==> config.mk <==
export PLATFORM = sky130hd
export DESIGN_NAME = ysyx_24100005_ifu
export DESIGN_NICKNAME = d
export VERILOG_FILES = /design/src/rtl/ysyx_24100005_ifu.sv
export SDC_FILE = /design/constraint.sdc
export NUM_CORES = 1
export LEC_CHECK = 0
export ABC_CLOCK_PERIOD_IN_PS = 2500
export BUFFER_PORTS_ARGS = -buffer_cell sky130_fd_sc_hd__buf_2
export CORE_ASPECT_RATIO = 1.25
export CORE_MARGIN = 10
export CORE_UTILIZATION = 25
export CTS_CLUSTER_DIAMETER = 100
export DETAILED_ROUTE_END_ITERATION = 7
export GPL_TIMING_DRIVEN = 0
export PLACE_DENSITY = 0.5
export SYNTH_ARGS = -nofsm -noshare
export SYNTH_HDL_FRONTEND = slang
export SYNTH_SLANG_ARGS = --single-unit
==> constraint.sdc <==
create_clock -name clk -period 2.5 [get_ports clk]
set_input_delay 0 -clock clk [delete_from_list [all_inputs] [get_ports clk]]
set_output_delay 0 -clock clk [all_outputs]
set_load 0.05 [all_outputs]
==> src/rtl/ysyx_24100005_ifu.sv <==
// Instruction fetch unit: owns the PC, issues one imem read per instruction and
// hands the fetched word to the core over a valid/ready handshake.
module ysyx_24100005_ifu #(
  parameter logic [31:0] RESET_PC = 32'h8000_0000,
  parameter int unsigned TIMEOUT  = 16
) (
  input  logic        clk,
  input  logic        rst,
  output logic        imem_req_valid,
  input  logic        imem_req_ready,
  output logic [31:0] imem_req_addr,
  input  logic        imem_resp_valid,
  input  logic [31:0] imem_resp_data,
  input  logic        imem_resp_err,
  output logic        out_valid,
  input  logic        out_ready,
  output logic [31:0] out_inst,
  output logic [31:0] out_pc,
  output logic        out_fault,
  input  logic [31:0] npc,
  output logic [31:0] fetch_cnt
);

  localparam int unsigned CNT_W = (TIMEOUT > 2) ? $clog2(TIMEOUT) : 1;
  localparam bit          TO_EN = (TIMEOUT != 0);

  typedef enum logic [1:0] {
    ST_REQ  = 2'd0,
    ST_WAIT = 2'd1,
    ST_HOLD = 2'd2
  } state_e;

  state_e             state_q;
  logic [31:0]        pc_q;
  logic [CNT_W-1:0]   wait_cnt_q;
  logic [31:0]        inst_q;
  logic               fault_q;
  logic [31:0]        cnt_q;

  logic               misaligned_c;
  logic               timeout_hit_c;
  logic [CNT_W-1:0]   wait_cnt_d;

  assign misaligned_c  = (pc_q[1:0] != 2'b00);
  assign timeout_hit_c = TO_EN && (wait_cnt_q == CNT_W'(TIMEOUT - 1));
  assign wait_cnt_d    = wait_cnt_q + CNT_W'(1);

  // Misaligned PCs never reach memory; they become a fault in HOLD instead.
  assign imem_req_valid = (state_q == ST_REQ) && !rst && !misaligned_c;
  assign imem_req_addr  = pc_q;
  assign out_valid      = (state_q == ST_HOLD);
  assign out_inst       = inst_q;
  assign out_pc         = pc_q;
  assign out_fault      = fault_q;
  assign fetch_cnt      = cnt_q;

  always_ff @(posedge clk or posedge rst) begin
    if (rst) begin
      state_q    <= ST_REQ;
      pc_q       <= RESET_PC;
      wait_cnt_q <= '0;
      inst_q     <= '0;
      fault_q    <= 1'b0;
      cnt_q      <= '0;
    end else begin
      case (state_q)
        ST_REQ: begin
          if (misaligned_c) begin
            inst_q  <= '0;
            fault_q <= 1'b1;
            state_q <= ST_HOLD;
          end else if (imem_req_ready) begin
            wait_cnt_q <= '0;
            state_q    <= ST_WAIT;
          end
        end
        ST_WAIT: begin
          // A response arriving on the timeout cycle takes priority.
          if (imem_resp_valid) begin
            inst_q  <= imem_resp_data;
            fault_q <= imem_resp_err;
            state_q <= ST_HOLD;
          end else if (timeout_hit_c) begin
            inst_q  <= '0;
            fault_q <= 1'b1;
            state_q <= ST_HOLD;
          end else begin
            wait_cnt_q <= wait_cnt_d;
          end
        end
        ST_HOLD: begin
          if (out_ready) begin
            pc_q    <= npc;
            cnt_q   <= cnt_q + 32'd1;
            state_q <= ST_REQ;
          end
        end
        default: state_q <= ST_REQ;
      endcase
    end
  end

endmodule
Word-level counts from Yosys, hierarchy flattened:

Index checks and enable logic that the tools add are counted.

* flip-flop bits (word level): 103
* bits of input ports: 70
* output and inout port bits: 131
* word-level logic and storage cells: 49

* $add $sub $neg: 2
* equal/unequal tests: 11
* multiplexer cells: 19
* reduce and logical (&&, ||, !) cells: 11

Operator list (count)
* 2-to-1 mux 32 bit: 3
* case mux 32 bit (2 select lines): 1
* adder 32 x 1 -> 32 bit, second input constant: 1
* 2-to-1 mux 4 bit: 4
* 2-to-1 mux 2 bit: 5
* != test 2 bit, second input constant: 5
* case mux 4 bit (2 select lines): 1
* != test 3 bit, second input constant: 2
* case mux 2 bit (3 select lines): 1
* AND reduction 3 bit: 2
* AND reduction 5 bit: 1
* adder 4 x 1 -> 4 bit, second input constant: 1
* equality test 4 bit, second input constant: 1
* nonzero test 2 bit: 2
* 2-to-1 mux 1 bit: 3
* equality test 2 x 1 -> 1 bit, second input constant: 1
* equality test 2 bit, second input constant: 1
* logical AND 1 bit: 2
* logical NOT 1 bit: 2
* logical NOT 2 bit: 1
* != test 2 x 1 -> 1 bit, second input constant: 1
* case mux 1 bit (2 select lines): 1
* AND reduction 2 bit: 1

Logic depth before layout (Yosys ltp):

* depth in word-level cells: 4
* mapped depth: 7
* mapped depth without buffers: 5

Worst setup path after synthesis:

No wires, ideal clock.

* kind: reg-to-reg
* start: register state_q[1]
* end: register pc_q[14] (netlist: imem_req_addr[14])
* library setup time: 0.125 ns
* data arrival time: 2.204 ns
* required time: 2.375 ns
* slack: 0.172 ns
* stages on the path, launching flop included: 5
* path buffers: 1
* clock period less this slack: 2.328 ns
* cell sequence: dfrtp_1 nor2b_1 nand2_1 clkbuf_1 mux2_2

* cells in the longest elaborated chain, start to end: 2

Ends and longest elaborated chain
* from (decl): line 33 `state_e state_q;`
* from (signal assigned): line 59 `state_q <= ST_REQ;`
* from (signal assigned): line 71 `state_q <= ST_HOLD;`
* from (signal assigned): line 74 `state_q <= ST_WAIT;`
* equality test 2 bit
* net out_valid: line 15 `output logic out_valid,`
* AND reduction 2 bit (no source line)
* to (signal assigned): line 93 `pc_q <= npc;`
* to (decl): line 34 `logic [31:0] pc_q;`

The timed path passes the listed nets, and every way through them passes these cells.
A chain may end at the register's enable or synchronous reset.

Final worst setup path:

* start: register wait_cnt_q[0]
* end: register state_q[1]

* cells in the longest elaborated chain, start to end: 3

Ends and longest elaborated chain
* from (decl): line 35 `logic [CNT_W-1:0] wait_cnt_q;`
* from (signal assigned): line 88 `wait_cnt_q <= wait_cnt_d;`
* equality test 4 bit: line 45 `assign timeout_hit_c = TO_EN && (wait_cnt_q == CNT_W'(TIMEOUT - 1));`
* != test 3 bit (no source line)
* AND reduction 3 bit (no source line)

Every way passes these cells.

==> results.sh <==
export IMPL_status="completed"
export IMPL_min_path_type="in -> reg"
export IMPL_worstReg2RegStart="wait_cnt_q[0]"
export IMPL_finalCritPeriodShare_pct=84.8
export IMPL_io_buffers=200
export IMPL_clock_sinks=103
export IMPL_die_area_um2=23400
export IMPL_r2r_slack_ns=0.38
export IMPL_n_antenna_cell=0
export IMPL_worstSetupStartpoint="wait_cnt_q[0]"
export IMPL_route_detailed_drc=0
export IMPL_leakage_uw=0.00352
export IMPL_timing_rr_end="state_q[1]"
export IMPL_start_util_pct=25.4
export IMPL_slew_limit_headroom_pct=46.5
export IMPL_setup_viol=0
export IMPL_vias_per_cell=4.24
export IMPL_endpoint="state_q[1]"
export IMPL_wire_per_inst_um=15.7
export IMPL_path_clk_slew_ns=0.07
export IMPL_row_count=54
export IMPL_holdWs_ns=0.246
export IMPL_clock_root_buffer="clkbuf_16"
export IMPL_finalCriticalPeriod_ns=2.12
export IMPL_cts_buffer_depth=2
export IMPL_core_area_um2=17400
export IMPL_grt_max_degree=41
export IMPL_syn_num_nets=413
export IMPL_cts_tree="built"
export IMPL_worst_r2r_cell_count=7
export IMPL_worst_pin_slew_ns=0.801
export IMPL_fin_nets=694
export IMPL_synthCells=341
export IMPL_overflow=0
export IMPL_cap_violations=0
export IMPL_synth_distinct_cells=37
export IMPL_num_vias=3608
export IMPL_cp_top_family="simple AND/OR/NAND/NOR gates"
export IMPL_worstSetupEndpointType="flip-flop"
export IMPL_syn_area_um2=4410
export IMPL_yosysWarnings=0
export IMPL_insertion_delay_ns=0.35
export IMPL_antenna_found_initial=0
export IMPL_drtIter0Drc=187
export IMPL_postSynthAreaPerCell_um2=12.9
export IMPL_grt_pass1_vias=4045
export IMPL_drt_first_pass_iters=4
export IMPL_timing_fmax_mhz=472
export IMPL_ios=201
export IMPL_tns_ns=0
export IMPL_cp_required_ns=2.72
export IMPL_dp_hpwl_mm=9.83
export IMPL_grt_pass1_wl_mm=21.8
export IMPL_crit_fanout=10
export IMPL_slowest_stage="nor4b_2"
export IMPL_gp_congestion=0.756
export IMPL_crit_cells=7
export IMPL_dieWidth_um=139
export IMPL_cpPeakStageDelay_ns=0.43
export IMPL_areaGrowthSynthToFinish_pct=53.2
export IMPL_htreeDepth=3
export IMPL_cp_num_buf_inv=2
export IMPL_cp_common_cell="buf_2"
export IMPL_fin_skew_ns=0.0105
export IMPL_p_per_area_nw_per_um2=1300
export IMPL_drtAntennaViolNets=0
export IMPL_cts_buffers=9
export IMPL_dieHeight_um=168
export IMPL_grt_use_total_pct=11.2
export IMPL_drive_above_1_share_pct=47.5
export IMPL_cp_cell_sequence="ha_1, and3_1, nor4b_2, or3_1, buf_2, buf_2, o21ai_0"
export IMPL_worst_ep_arrival_time_ns=2.34
export IMPL_ys_seq_area_share_pct=58.5
export IMPL_wl_mm=13.4
export IMPL_yosys_register_bits=103
export IMPL_hold_viol=0
export IMPL_worstSetupStartpointType="flip-flop"
export IMPL_ir_worst_vdd_uv=1060
export IMPL_crit_type="reg -> reg"
export IMPL_slew_viol_final=0
export IMPL_rsz0062_at_grt="no"
-- where the power goes --
part           switching, uW  leakage, uW  internal [uW]
clock                    642     0.000163            937
sequential               370      0.00134           2120
combinational           3350      0.00202           1380
-- worst min path at each step --
stage                        from                to  slack, ns  depth (start not counted)
4_1_cts            imem_req_ready     wait_cnt_q[2]       0.23                          4
5_1_grt            imem_req_ready     wait_cnt_q[2]       0.26                          4
2_1_floorplan           out_ready        state_q[1]       0.11                          1
3_3_place_gp   imem_resp_data[26]      out_inst[26]       0.23                          2
6_report           imem_req_ready     wait_cnt_q[2]       0.25                          4
3_5_place_dp                  rst  imem_req_addr[1]       0.21                          2
-- kinds of logic after synthesis --
group,after synthesis,share of synthesized area (%)
buf+inv,55,7.86
flops,103,58.5
simple gates,74,10.6
fa+ha+maj,2,0.567
compound gates,42,7.66
mux,33,8.43
xor+xnor,32,6.36
-- worst reg2reg max path, cell delays in order (launching register included) --
cell     delay, ns
dfrtp_1       0.41
ha_1          0.24
and3_1        0.18
nor4b_2       0.43
or3_1         0.19
buf_2         0.18
buf_2         0.26
o21ai_0       0.12
-- layout by cell type (no fill, tap or decap), drive strengths merged, types with 2 or more instances in the layout --
cell / netlist / routed
nor2: 9 / 9
and3: 9 / 9
and4: 4 / 4
mux2: 33 / 33
a21oi: 3 / 3
dfrtp: 102 / 102
nand3: 8 / 8
nor3: 5 / 5
dlygate4sd3: 0 / 68
xnor2: 15 / 15
o21ai: 4 / 4
ha: 2 / 2
nor3b: 2 / 2
and2: 4 / 4
nor2b: 3 / 3
clkbuf: 11 / 23
xor2: 17 / 17
clkinv: 0 / 2
nand2: 10 / 10
bufinv: 0 / 2
nand4: 11 / 11
nor4b: 3 / 3
buf: 38 / 240
a22o: 32 / 32
inv: 6 / 5
-- flip-flops by register name (all words and copies together) (netlist names) --
signal         cells
wait_cnt_q         4
out_fault          1
state_q            2
fetch_cnt         32
imem_req_addr     32
out_inst          32
-- cell usage after synthesis --
master / instances / area, um^2
dfrtp_1: 102 / 2550
mux2_2: 33 / 372
a22o_1: 32 / 280
buf_4: 32 / 240
xor2_1: 17 / 149
xnor2_1: 15 / 131
clkbuf_1: 11 / 41.3
nand4_1: 11 / 68.8
nand2_1: 10 / 37.5
and3_1: 9 / 56.3
nor2_1: 9 / 33.8
nand3_1: 8 / 40.0
inv_1: 6 / 22.5
and2_1: 4 / 25.0
and4_1: 4 / 35.0
buf_2: 4 / 20.0
o21ai_0: 4 / 20.0
a21oi_1: 3 / 15.0
nor2b_1: 3 / 18.8
nor3_1: 3 / 15.0
buf_6: 2 / 22.5
ha_1: 2 / 25.0
nor3_2: 2 / 20.0
nor4b_1: 2 / 17.5
a21boi_0: 1 / 7.51
and3b_1: 1 / 8.76
dfstp_2: 1 / 26.3
nand3b_1: 1 / 7.51
nand4b_4: 1 / 23.8
nor3b_1: 1 / 7.51
nor3b_2: 1 / 12.5
nor4b_2: 1 / 15.0
o21bai_1: 1 / 7.51
o31ai_1: 1 / 7.51
or2_2: 1 / 6.26
or3_1: 1 / 6.26
or4b_4: 1 / 13.8
-- area by class of cell --
cell class                      count  area [um^2]
Buffer                             49          324
Clock buffer                       12          256
Clock inverter                      4         77.6
Fill cell                        1649        10600
Inverter                            6         26.3
Multi-Input combinational cell    183         1490
Sequential cell                   103         2580
Tap cell                          224          280
Timing Repair Buffer              270         1720
-- per-stage QoR --
stage,worst slack (ns),total power [uW],area (um^2),util (%),instances
6_report,0.381,8810,6760,38.9,851
5_1_grt,0.209,9280,6760,38.9,851
4_1_cts,0.181,8940,6750,38.9,851
3_5_place_dp,0.200,7230,5730,33.0,767
3_3_place_gp,0.224,7190,5690,32.8,765
2_1_floorplan,0.172,6120,4410,-,341
-- per-layer routing --
metal | track usage (%) | part of all wire [%] | vias up
li1 | - | - | 1728
met1 | 13.4 | 44 | 1731
met4 | 4.86 | 2.0 | 0
met3 | 3.25 | 6.2 | 15
met5 | 0 | 0 | -
met2 | 18.5 | 48 | 134
-- what timing repair did --
| item | 4_1_cts | 5_1_grt |
|---|---|---|
| resized for setup | 0 | 1 |
| endpoints found under the setup margin | 0 | 1 |
| buffers inserted | 0 | 0 |
| hold endpoints to repair | 100 | 0 |
| hold buffers | 68 | 0 |
(Power assumes the default switching activity.)
